$ cat src/rtl/spi_loopback_core.sv
// spi_loopback_core: baud generator, SPI master and SPI slave joined back-to-back
// through internal mosi/miso/sck/ss_b. One request exchanges one 8-bit word
// full-duplex in any CPOL/CPHA mode, MSB- or LSB-first.
//
// Ports:
//   clk        system clock, rising edge
//   rst        synchronous active-high reset
//   SPI_RDY    level-sensitive transfer request, sampled in IDLE
//   LSBFE      1 = LSB first, 0 = MSB first
//   sppr, spr  baud select: half SCK period H = (sppr+1) << spr clk cycles
//   cpol       SCK idle level
//   cpha       0 = sample on leading edge, 1 = sample on trailing edge
//   Data_in_m  word sent by the master
//   Data_in_s  word sent by the slave
//   Data_out_m last word received by the master
//   Data_out_s last word received by the slave
//   c          one-cycle transfer-complete pulse
module spi_loopback_core (
    input  logic       clk,
    input  logic       rst,
    input  logic       SPI_RDY,
    input  logic       LSBFE,
    input  logic [2:0] sppr,
    input  logic [2:0] spr,
    input  logic       cpol,
    input  logic       cpha,
    input  logic [7:0] Data_in_m,
    input  logic [7:0] Data_in_s,
    output logic [7:0] Data_out_m,
    output logic [7:0] Data_out_s,
    output logic       c
);

    localparam int unsigned WORD_W    = 8;
    localparam int unsigned EDGE_W    = 5;
    localparam int unsigned BAUD_W    = 10;
    localparam int unsigned HALF_W    = 11;
    localparam int unsigned LAST_EDGE = 16;

    typedef enum logic [1:0] {
        IDLE = 2'd0,
        XFER = 2'd1,
        GAP  = 2'd2
    } state_t;

    state_t              state;
    logic [BAUD_W-1:0]   baud_cnt;
    logic [EDGE_W-1:0]   edge_cnt;
    logic                sck;
    logic                ss_b;

    // Configuration frozen at the start of each word
    logic                cpol_q;
    logic                cpha_q;
    logic                lsbfe_q;
    logic [2:0]          sppr_q;
    logic [2:0]          spr_q;

    logic [WORD_W-1:0]   m_tx;
    logic [WORD_W-1:0]   m_rx;
    logic [WORD_W-1:0]   s_tx;
    logic [WORD_W-1:0]   s_rx;

    logic [HALF_W-1:0]   half_c;
    logic [BAUD_W-1:0]   half_m1_c;
    logic                tick_c;
    logic [EDGE_W-1:0]   next_edge_c;
    logic                lead_c;
    logic                sample_c;
    logic                shift_c;
    logic                mosi;
    logic                miso;

    function automatic logic [WORD_W-1:0] rx_shift(input logic [WORD_W-1:0] r,
                                                   input logic b,
                                                   input logic lsb_first);
        return lsb_first ? {b, r[WORD_W-1:1]} : {r[WORD_W-2:0], b};
    endfunction

    function automatic logic [WORD_W-1:0] tx_shift(input logic [WORD_W-1:0] r,
                                                   input logic lsb_first);
        return lsb_first ? {1'b0, r[WORD_W-1:1]} : {r[WORD_W-2:0], 1'b0};
    endfunction

    // Baud tick, edge classification and serial lines
    always_comb begin
        half_c      = HALF_W'({1'b0, sppr_q} + 4'd1) << spr_q;
        half_m1_c   = BAUD_W'(half_c - HALF_W'(1));
        tick_c      = (state != IDLE) && (baud_cnt == half_m1_c);
        next_edge_c = edge_cnt + EDGE_W'(1);
        lead_c      = next_edge_c[0];
        sample_c    = cpha_q ? ~lead_c : lead_c;
        // With CPHA=1 edge 1 only exposes the first bit already sitting at the output
        shift_c     = cpha_q ? (lead_c && (next_edge_c != EDGE_W'(1))) : ~lead_c;
        mosi        = lsbfe_q ? m_tx[0] : m_tx[WORD_W-1];
        miso        = lsbfe_q ? s_tx[0] : s_tx[WORD_W-1];
    end

    // Master FSM, baud counter and slave datapath
    always_ff @(posedge clk) begin
        if (rst) begin
            state      <= IDLE;
            baud_cnt   <= '0;
            edge_cnt   <= '0;
            sck        <= cpol;
            ss_b       <= 1'b1;
            cpol_q     <= 1'b0;
            cpha_q     <= 1'b0;
            lsbfe_q    <= 1'b0;
            sppr_q     <= '0;
            spr_q      <= '0;
            m_tx       <= '0;
            m_rx       <= '0;
            s_tx       <= '0;
            s_rx       <= '0;
            Data_out_m <= '0;
            Data_out_s <= '0;
            c          <= 1'b0;
        end else begin
            c <= 1'b0;
            case (state)
                IDLE: begin
                    baud_cnt <= '0;
                    sck      <= cpol;
                    ss_b     <= 1'b1;
                    if (SPI_RDY) begin
                        cpol_q   <= cpol;
                        cpha_q   <= cpha;
                        lsbfe_q  <= LSBFE;
                        sppr_q   <= sppr;
                        spr_q    <= spr;
                        m_tx     <= Data_in_m;
                        m_rx     <= '0;
                        // Slave loads on the same edge that drives SS_b low
                        s_tx     <= Data_in_s;
                        s_rx     <= '0;
                        edge_cnt <= '0;
                        ss_b     <= 1'b0;
                        state    <= XFER;
                    end
                end

                XFER: begin
                    baud_cnt <= tick_c ? '0 : baud_cnt + BAUD_W'(1);
                    if (tick_c) begin
                        if (edge_cnt == EDGE_W'(LAST_EDGE)) begin
                            sck        <= cpol_q;
                            ss_b       <= 1'b1;
                            Data_out_m <= m_rx;
                            Data_out_s <= s_rx;
                            c          <= 1'b1;
                            edge_cnt   <= '0;
                            state      <= GAP;
                        end else begin
                            edge_cnt <= next_edge_c;
                            sck      <= ~sck;
                            if (sample_c) begin
                                m_rx <= rx_shift(m_rx, miso, lsbfe_q);
                                if (!ss_b) begin
                                    s_rx <= rx_shift(s_rx, mosi, lsbfe_q);
                                end
                            end
                            if (shift_c) begin
                                m_tx <= tx_shift(m_tx, lsbfe_q);
                                if (!ss_b) begin
                                    s_tx <= tx_shift(s_tx, lsbfe_q);
                                end
                            end
                        end
                    end
                end

                GAP: begin
                    baud_cnt <= tick_c ? '0 : baud_cnt + BAUD_W'(1);
                    if (tick_c) begin
                        state <= IDLE;
                    end
                end

                default: begin
                    state <= IDLE;
                end
            endcase
        end
    end

endmodule

$ cat config.mk
export PLATFORM = sky130hd
export DESIGN_NAME = spi_loopback_core
export DESIGN_NICKNAME = d
export VERILOG_FILES = /design/src/rtl/spi_loopback_core.sv
export SDC_FILE = /design/constraint.sdc
export NUM_CORES = 1
export LEC_CHECK = 0
export CAP_MARGIN = 20
export CORE_ASPECT_RATIO = 0.8
export CORE_MARGIN = 5
export CORE_UTILIZATION = 60
export DETAILED_ROUTE_END_ITERATION = 7
export PLACE_DENSITY_LB_ADDON = 0.2
export RECOVER_POWER = 25
export SETUP_SLACK_MARGIN = 0.2
export SYNTH_ARGS = -nofsm -noshare
export SYNTH_HDL_FRONTEND = slang
export SYNTH_SLANG_ARGS = --single-unit
export TNS_END_PERCENT = 5
$ cat constraint.sdc
create_clock -name clk -period 6.7 [get_ports clk]
set_input_delay 1.675 -clock clk [delete_from_list [all_inputs] [get_ports clk]]
set_output_delay 1.675 -clock clk [all_outputs]
set_load 0.05 [all_outputs]
# [Word-level counts from Yosys, hierarchy flattened]
# Index checks and enable logic that the tools add are counted.
# W data, S select, Z words.
[word_totals] ff_bits=75 latchBits=0 ramBits=0 mem_bits_ro=0 in_bits=28 out_inout_bits=17 wordCells=98 memories=0
[classes] addsub=4 n_mul=0 div_mod_pow=0 magnitude_cmp=0 n_eq_ne=13 n_shift=1 muxes=45 bitwise=3 n_reduce_logical=17
[op_table] cell="$mux W8" n=21
[op_table] cell="$pmux W8 S2" n=4
[op_table] cell="$pmux W10 S2" n=1
[op_table] cell="$ne A2 B2 Y1 const B" n=8
[op_table] cell="$mux W5" n=3
[op_table] cell="$reduce_and A6 Y1" n=2
[op_table] cell="$add A10 B1 Y10 const B" n=1
[op_table] cell="$eq A10 B10 Y1" n=1
[op_table] cell="$mux W10" n=1
[op_table] cell="$pmux W5 S2" n=1
[op_table] cell="$reduce_and A5 Y1" n=2
[op_table] cell="$shl A4 B3 Y10" n=1
[op_table] cell="$sub A10 B1 Y10 const B" n=1
[op_table] cell="$reduce_and A3 Y1" n=3
[op_table] cell="$mux W1" n=8
[op_table] cell="$mux W2" n=4
[op_table] cell="$pmux W2 S3" n=1
[op_table] cell="$reduce_bool A2 Y1" n=3
[op_table] cell="$add A5 B1 Y5 const B" n=1
[op_table] cell="$eq A5 B5 Y1 const B" n=1
[op_table] cell="$ne A5 B1 Y1 const B" n=1
[op_table] cell="$add A3 B1 Y4 const B" n=1
[op_table] cell="$reduce_and A4 Y1" n=1
[op_table] cell="$not A1 Y1" n=3
[op_table] cell="8 further kinds" n=9

# [Depth between registers and ports, before layout]
# Gate-level depths: netlist of the first run.
[logic_depth] word_depth=8 depth_mapped=15 ltp_nobuf=12

# [Worst setup path after synthesis of the first run]
# No wires, ideal clock.
[synth_path] kind="register to register" startpoint="register sppr_q[1]" endpoint="register s_rx[0]" setup_ns=0.120 t_arrival_ns=3.281 required_ns=6.580 setup_slack_ns=3.299 path_stages_with_launch=14 path_buffers=1 path_cell_list="dfxtp_1 -> ha_1 -> nor2b_1 -> or2_2 -> nand2_1 -> ha_1 -> nand3_1 -> or4_1 -> nand3_1 -> a32oi_2 -> nor4_2 -> buf_2 -> a2111oi_0 -> a211o_1"
[synth_via] elab_chain_len=7
[synth_rtl] item="start, declared" line="56" source="logic [2:0] sppr_q;"
[synth_rtl] item="start signal, assigned" line="130" source="sppr_q <= sppr;"
[synth_rtl] item="$add A3 B1 Y4" line="87" source="half_c = HALF_W'({1'b0, sppr_q} + 4'd1) << spr_q;"
[synth_rtl] item="$shl A4 B3 Y10" line="87"
[synth_rtl] item="$sub A10 B1 Y10" line="88" source="half_m1_c = BAUD_W'(half_c - HALF_W'(1));"
[synth_rtl] item="$eq A10 B10 Y1" line="89" source="tick_c = (state != IDLE) && (baud_cnt == half_m1_c);"
[synth_rtl] item="$logic_and A1 B1 Y1" line="89"
[synth_rtl] item="$ne A2 B2 Y1 (no source line)"
[synth_rtl] item="$reduce_and A6 Y1 (no source line)"
[synth_rtl] item="end signal, assigned" line="160" source="s_rx <= rx_shift(s_rx, mosi, lsbfe_q);"
[synth_rtl] item="end, declared" line="62" source="logic [WORD_W-1:0] s_rx;"
# No other way between the ends.
# A chain may end at the register's enable or synchronous reset.

# [Final worst setup path of the first run]
[layout_path] startpoint="register sppr_q[0]" endpoint="register m_rx[2]"
[layout_via] elab_chain_len=7
[layout_rtl] item="$add A3 B1 Y4" line="87"
[layout_rtl] item="$shl A4 B3 Y10" line="87"
[layout_rtl] item="$sub A10 B1 Y10" line="88"
[layout_rtl] item="$eq A10 B10 Y1" line="89"
[layout_rtl] item="$logic_and A1 B1 Y1" line="89"
[layout_rtl] item="$ne A2 B2 Y1 (no source line)"
[layout_rtl] item="$reduce_and A5 Y1 (no source line)"
[layout_rtl] item="end signal, assigned" line="158" source="m_rx <= rx_shift(m_rx, miso, lsbfe_q);"
[layout_rtl] item="end, declared" line="60" source="logic [WORD_W-1:0] m_rx;"
# No other way between the ends.

==> results by group, run 1 <==
Synth
  – Ys Warns: 0
  – Synth top cells by count: dfxtp_1 (75), nand2_1 (61), a21oi_1 (52), o21ai_0 (39), clkbuf_1 (38)
  – Yosys cell types: between 70 and 80
  – Yosys reg bits: 75
  – Cell taking the most area after synthesis: dfxtp_1
  – Synth async-reset ratio: 0
  – Syn_nets: 633
  – Area share of the largest cell type after synthesis: 0.312
  – Post-Syn Area: 4820 sq um
  – Most frequent cell after synthesis: dfxtp_1
  – Ys flop type: dfxtp_1
  – Synth area leaders: dfxtp_1 (31%), a21oi_1 (5.4%), nand2_1 (4.8%)
  – Avg Cell Area, Syn: 8.09 sq um
  – EDFF count, synth: 0
  – Post-synthesis sequential area ratio: 0.312
  – Syn Inst Count: between 500 and 600

Timing
  – RSZ-0062 raised after global routing: false
  – Min Clock Period, post-route: around 4.9 ns
  – Pins over their slew limit: 0
  – Worst-Margin Slew: 1.18 ns
  – Max_slew headroom: 0.210
  – Setup TNS: 0 ns
  – Fin Hold WS: approximately 0.47 ns
  – Final hold violation count: 0
  – Max Fclk: 205 MHz
  – Setup violators final: 0
  – Tcrit/Tclk final: 0.729
  – Worst setup margin: 1.81 ns
  – Skew final: 0.0108 ns

Critical path
  – CP startpoint: sppr_q[0]$_SDFFE_PP0P_
  – Crit path DAT: between 5 and 6 ns
  – Crit path max-delay family: compound AO/OA/AOI/OAI gates
  – Stages on the worst setup path: 12
  – CP max stage cell: o31ai_2
  – Reg2reg end: m_rx[2]$_SDFFE_PP0P_
  – Reg-to-reg critical path startpoint: sppr_q[0]$_SDFFE_PP0P_
  – Worst setup path category: reg -> reg
  – Buf+Inv Stages, Crit Path: 0
  – CP peak stage delay: 0.86 ns
  – Worst R2R Setup Slack: 1.81 ns
  – R2R cell count: 12
  – Worst setup SP type: register
  – CP Capture Type: register
  – Critical path, cell by cell: ha_1, nor2b_1, or2_2, nand2_1, ha_1, nand3_1, or4_1, nand3_1, a32oi_2, o31ai_2, a31oi_1, a22o_1
  – End point of the critical path: m_rx[2]$_SDFFE_PP0P_
  – Worst-path maximum fanout: 11
  – Worst Path Required: around 7.0 ns

Global routing
  – GRT overflow: 0
  – Met2 Use GR: 0.385
  – Met1 Track Usage GR: 0.383
  – M3 GR Usage: 0.0573
  – Total track usage: 0.260
  – First-pass GRT wire length: 21.2 mm
  – Grt peak-use layer: met2
  – Antenna violations before repair: 0
  – Largest net degree at the start of global routing: 74
  – Number of global-route vias before repair: 4380

Detailed routing
  – Routed WL per cell: 17.6 um
  – TritonRoute pass-1 iters: 5
  – Drt drc: 0
  – Vias: 4700
  – 1st-iter DRT viols: approximately 450
  – Vias per inst: between 6 and 7
  – Post-Route WL: 12.6 mm
  – Post-route antenna net violation count: 0

Clocking
  – Clock Root Buffer: clkbuf_8
  – H-tree level count: 3
  – Clk Latency, worst-skew pair: 0.36 ns
  – Post-CTS Setup Bufs: 0
  – CTS max path bufs: 2
  – Clock transition at path regs: 0.09 ns
  – CTS tree: built
  – Post-CTS sizing: 0
  – Number of clock sinks: 75
  – Hold buffer count at cts: 0
  – CTS buffer count: 9

Cells and area
  – Multi-input logic area: 3030 sq um
  – Fillers: 639
  – Fin cells: 716
  – Post-route cell area: 5420 sq um
  – # diodes: 0
  – Flip-flop and latch area: 1500 sq um
  – Layout Utilization: 0.688
  – Area growth syn-to-layout: 12.5%
  – Final layout net count: 641
  – Share of post-route cells with drive strength above 1: 0.0806

Die
  – Die width: 110 um
  – I/O Pins: 45
  – Die H: 90.1 um
  – Die area: 9930 sq um
  – Core Area: 7870 sq um
  – Starting Density: 0.612
  – Row Count: 29

Worst hold path
  – Hold depth: 2
  – Hold path startpoint: Data_out_s[5]$_SDFFE_PP0P_
  – Min-delay worst type: reg -> reg

Pwr
  – Pwr Total: roughly 1.4 mW
  – Lkg Pwr: 1.84 nW
  – Peak VDD IR: 254 uV
  – Pwr dens: 260 nW/um^2

Flow run
  – MaxCap Viol Count: 0

Place
  – Placer Congestion: 0.870
  – Post-place setup slack: 1.99 ns
  – Port buffer count: 43
  – Placed Instances: roughly 700
  – DP Area: 5200 sq um
  – Hpwl dp: 8.54 mm

Run status
  – Status: finished clean
[worst min-delay path, stage by stage (launching register included)]
cell and delay (ns):
dfxtp_1 0.31, o21ai_0 0.07, a21oi_1 0.06
[routing by layer]
layer / routed length, um / up-vias
met5: 0 / -
met4: 180 / 0
met3: 944 / 21
met2: 5840 / 176
met1: 5650 / 2237
li1: - / 2266
[power breakdown]
group          internal [mW]  total [mW]  leakage, nW  switching (mW)
Combinational          0.184       0.535         1.14           0.352
Sequential             0.485       0.530        0.608          0.0457
Clock                  0.144       0.345       0.0947           0.201
[registers in the layout, indices dropped and copies added (netlist names)]
register and flops:
s_rx 8, m_rx 8, c 1, state 2, edge_cnt 5, m_tx 8
spr_q 3, cpha_q 1, lsbfe_q 1, Data_out_m 8, s_tx 8, ss_b 1
Data_out_s 8, sppr_q 3, baud_cnt 10
[placed cells by master, fill, tap and decap left out, types with 5 or more instances in the layout]
master,instances
nor3_1,12
a2111oi_0,16
xnor2_1,10
nand4_1,9
mux2i_1,21
or3_1,5
nand3_1,34
clkdlybuf4s50_1,26
o2111ai_1,12
a22o_1,8
mux2_2,8
nor2b_1,8
dlygate4sd3_1,16
nand2b_1,9
a211o_1,10
ha_1,9
a21oi_1,52
dfxtp_1,75
inv_1,16
nor2_1,19
buf_4,7
and3_1,5
nand3b_1,6
clkbuf_8,9
a31oi_1,15
o21ai_0,39
nand2_1,61
[layout make-up]
cell class	instances	area share
Timing Repair Buffer	51	0.0933
Clock buffer	9	0.0229
Inverter	16	0.0111
Tap cell	108	0.0249
Clock inverter	7	0.0120
Multi-Input combinational cell	450	0.559
Sequential cell	75	0.277
[worst min-delay path by stage]
stage | slack [ns] | end
after floorplan | 0.45 | cpha_q$_SDFFE_PP0P_
after global placement | 0.46 | Data_out_s[5]$_SDFFE_PP0P_
after detailed placement | 0.47 | Data_out_s[5]$_SDFFE_PP0P_
after CTS | 0.48 | Data_out_s[5]$_SDFFE_PP0P_
after global routing | 0.49 | Data_out_s[5]$_SDFFE_PP0P_
final | 0.47 | Data_out_s[5]$_SDFFE_PP0P_
[cell families (layout without fill, tap and decap cells)]
logic type	Yosys count	count (layout)	share of synthesized area
AND/OR/NAND/NOR	194	194	0.216
multiplexers	30	30	0.0670
flip-flops	75	75	0.312
adder cells (fa/ha/maj)	10	10	0.0260
XOR/XNOR	15	15	0.0301
buffers and inverters	70	83	0.0603
AO/OA/AOI/OAI	201	201	0.288
(Power assumes the default switching activity.)
==> inputs of run 2 (changes only) <==
--- a/config.mk
+++ b/config.mk
@@ -8,7 +8,7 @@
 export CAP_MARGIN = 20
 export CORE_ASPECT_RATIO = 0.8
 export CORE_MARGIN = 5
-export CORE_UTILIZATION = 60
+export CORE_UTILIZATION = 58
 export DETAILED_ROUTE_END_ITERATION = 7
 export PLACE_DENSITY_LB_ADDON = 0.2
 export RECOVER_POWER = 25
==> constraint.sdc (replaced) <==
create_clock -name clk -period 4.9 [get_ports clk]
set_input_delay 1.225 -clock clk [delete_from_list [all_inputs] [get_ports clk]]
set_output_delay 1.225 -clock clk [all_outputs]
set_load 0.05 [all_outputs]
==> results by group, run 2 (same netlist as run 1, synthesis figures left out) <==
Run status
  – Status: finished clean

Pwr
  – Lkg Pwr: around 1.8 nW
  – Pwr Total: 1.91 mW
  – Peak VDD IR: 281 uV
  – Pwr dens: 353 nW/um^2

Global routing
  – Total track usage: 0.244
  – GRT overflow: 0
  – Number of global-route vias before repair: approximately 4300
  – Largest net degree at the start of global routing: 56
  – Antenna violations before repair: 0
  – First-pass GRT wire length: 21.1 mm

Detailed routing
  – Routed WL per cell: roughly 17 um
  – Vias: 4714
  – 1st-iter DRT viols: 542
  – TritonRoute pass-1 iters: 5
  – Drt drc: 0
  – Vias per inst: 6.56
  – Post-Route WL: 12.6 mm
  – Post-route antenna net violation count: 0

Cells and area
  – Max FFs per register: 10
  – Final layout net count: 644
  – Fillers: 664
  – # diodes: 0
  – Commonest non-fill, non-tap cells in the layout: dfxtp_1 (75), nand2_1 (61), a21oi_1 (52), o21ai_0 (39), nand3_1 (34)
  – Share of post-route cells with drive strength above 1: 0.0851
  – Fin cells: 719
  – Biggest register: baud_cnt
  – Most common cell after layout, fill and taps aside: dfxtp_1
  – Area growth syn-to-layout: 12.4%

Timing
  – Skew final: 0.0184 ns
  – Setup TNS: 0 ns
  – Setup violators final: 0
  – Final hold violation count: 0
  – Max Fclk: 228 MHz
  – Min Clock Period, post-route: 4.39 ns
  – RSZ-0062 raised after global routing: false
  – Max_slew headroom: 0.121
  – Tcrit/Tclk final: 0.895
  – Worst-Margin Slew: 1.32 ns
  – Pins over their slew limit: 0

Place
  – Placed Instances: 703
  – Hpwl dp: 8.28 mm
  – Port buffer count: 43
  – Placer Congestion: 0.948

Critical path
  – R2R cell count: 13
  – CP Capture Type: register
  – Worst setup path category: reg -> reg
  – Worst Path Required: between 5 and 6 ns
  – Crit path DAT: around 4.7 ns
  – Worst setup SP type: register
  – Worst R2R Setup Slack: 0.51 ns
  – Worst-path maximum fanout: 11

Clocking
  – Number of clock sinks: 75
  – Clock transition at path regs: 0.09 ns
  – CTS buffer count: 9
  – Post-CTS Setup Bufs: 0
  – CTS tree: built
  – Clock Root Buffer: clkbuf_8
  – CTS max path bufs: 2
  – Hold buffer count at cts: 0
  – H-tree level count: 3
  – Post-CTS sizing: 0
  – Clk Latency, worst-skew pair: approximately 0.37 ns

Die
  – Die H: around 92 um
  – Die area: 10200 sq um
  – Core Area: 8020 sq um
  – Starting Density: 0.601
  – Die width: 112 um
  – I/O Pins: 45
  – Row Count: 29

Worst hold path
  – Hold depth: 2
  – Min-delay worst type: reg -> reg

Flow run
  – MaxCap Viol Count: 0
==> run 2: worst max-delay path, cell delays in order, from the launching register on <==
cell and delay (ns):
dfxtp_1 0.53, ha_1 0.36, nor2b_1 0.18, or2_2 0.32
nand2_1 0.10, ha_1 0.21, nand3_1 0.28, o31ai_1 0.34
nand3_1 0.15, a32oi_2 0.66, o31ai_2 0.15, buf_4 0.21
a31oi_1 0.58, a22o_1 0.26
==> run 2: where the power goes <==
| group | internal [mW] | leakage [nW] | switching [mW] |
|---|---|---|---|
| combinational | 0.244 | 1.14 | 0.482 |
| sequential | 0.663 | 0.608 | 0.0640 |
| clock | 0.192 | 0.0886 | 0.266 |
| total | 1.10 | 1.84 | 0.812 |
==> run 2: metrics by stage <==
stage | setup WS, ns | utilization | hold slack [ns] | cell area [sq um]
floorplan | 1.50 | - | 0.448 | 4820
global placement | 0.755 | 0.652 | 0.457 | 5230
detailed placement | 0.618 | 0.652 | 0.466 | 5230
CTS | 0.609 | 0.675 | 0.479 | 5410
global route | 0.232 | 0.675 | 0.496 | 5410
finish | 0.514 | 0.675 | 0.474 | 5410
==> run 2: layout make-up <==
class / count / area, sq um / area share
inverter: 16 / 60.1 / 0.0111
tap: 108 / 135 / 0.0250
clock inverter: 7 / 57.6 / 0.0106
sequential: 75 / 1500 / 0.277
timing repair buffer: 54 / 508 / 0.0939
multi-input combinational: 450 / 3030 / 0.559
clock buffer: 9 / 124 / 0.0229
==> run 2: worst paths after layout <==
| kind | startpoint | to |
|---|---|---|
| worst min-delay path | Data_out_m[6]$_SDFFE_PP0P_ | Data_out_m[6]$_SDFFE_PP0P_ |
| worst min register to register | Data_out_m[6]$_SDFFE_PP0P_ | Data_out_m[6]$_SDFFE_PP0P_ |
| worst max register to register | sppr_q[0]$_SDFFE_PP0P_ | m_rx[1]$_SDFFE_PP0P_ |
| worst max-delay path | sppr_q[0]$_SDFFE_PP0P_ | m_rx[1]$_SDFFE_PP0P_ |
==> run 2: layer usage <==
layer	track usage	up-vias	wire length (um)
met1	0.357	2237	5930
met4	0.0527	0	160
li1	-	2255	-
met3	0.0551	21	926
met2	0.368	201	5530
met5	0	-	0
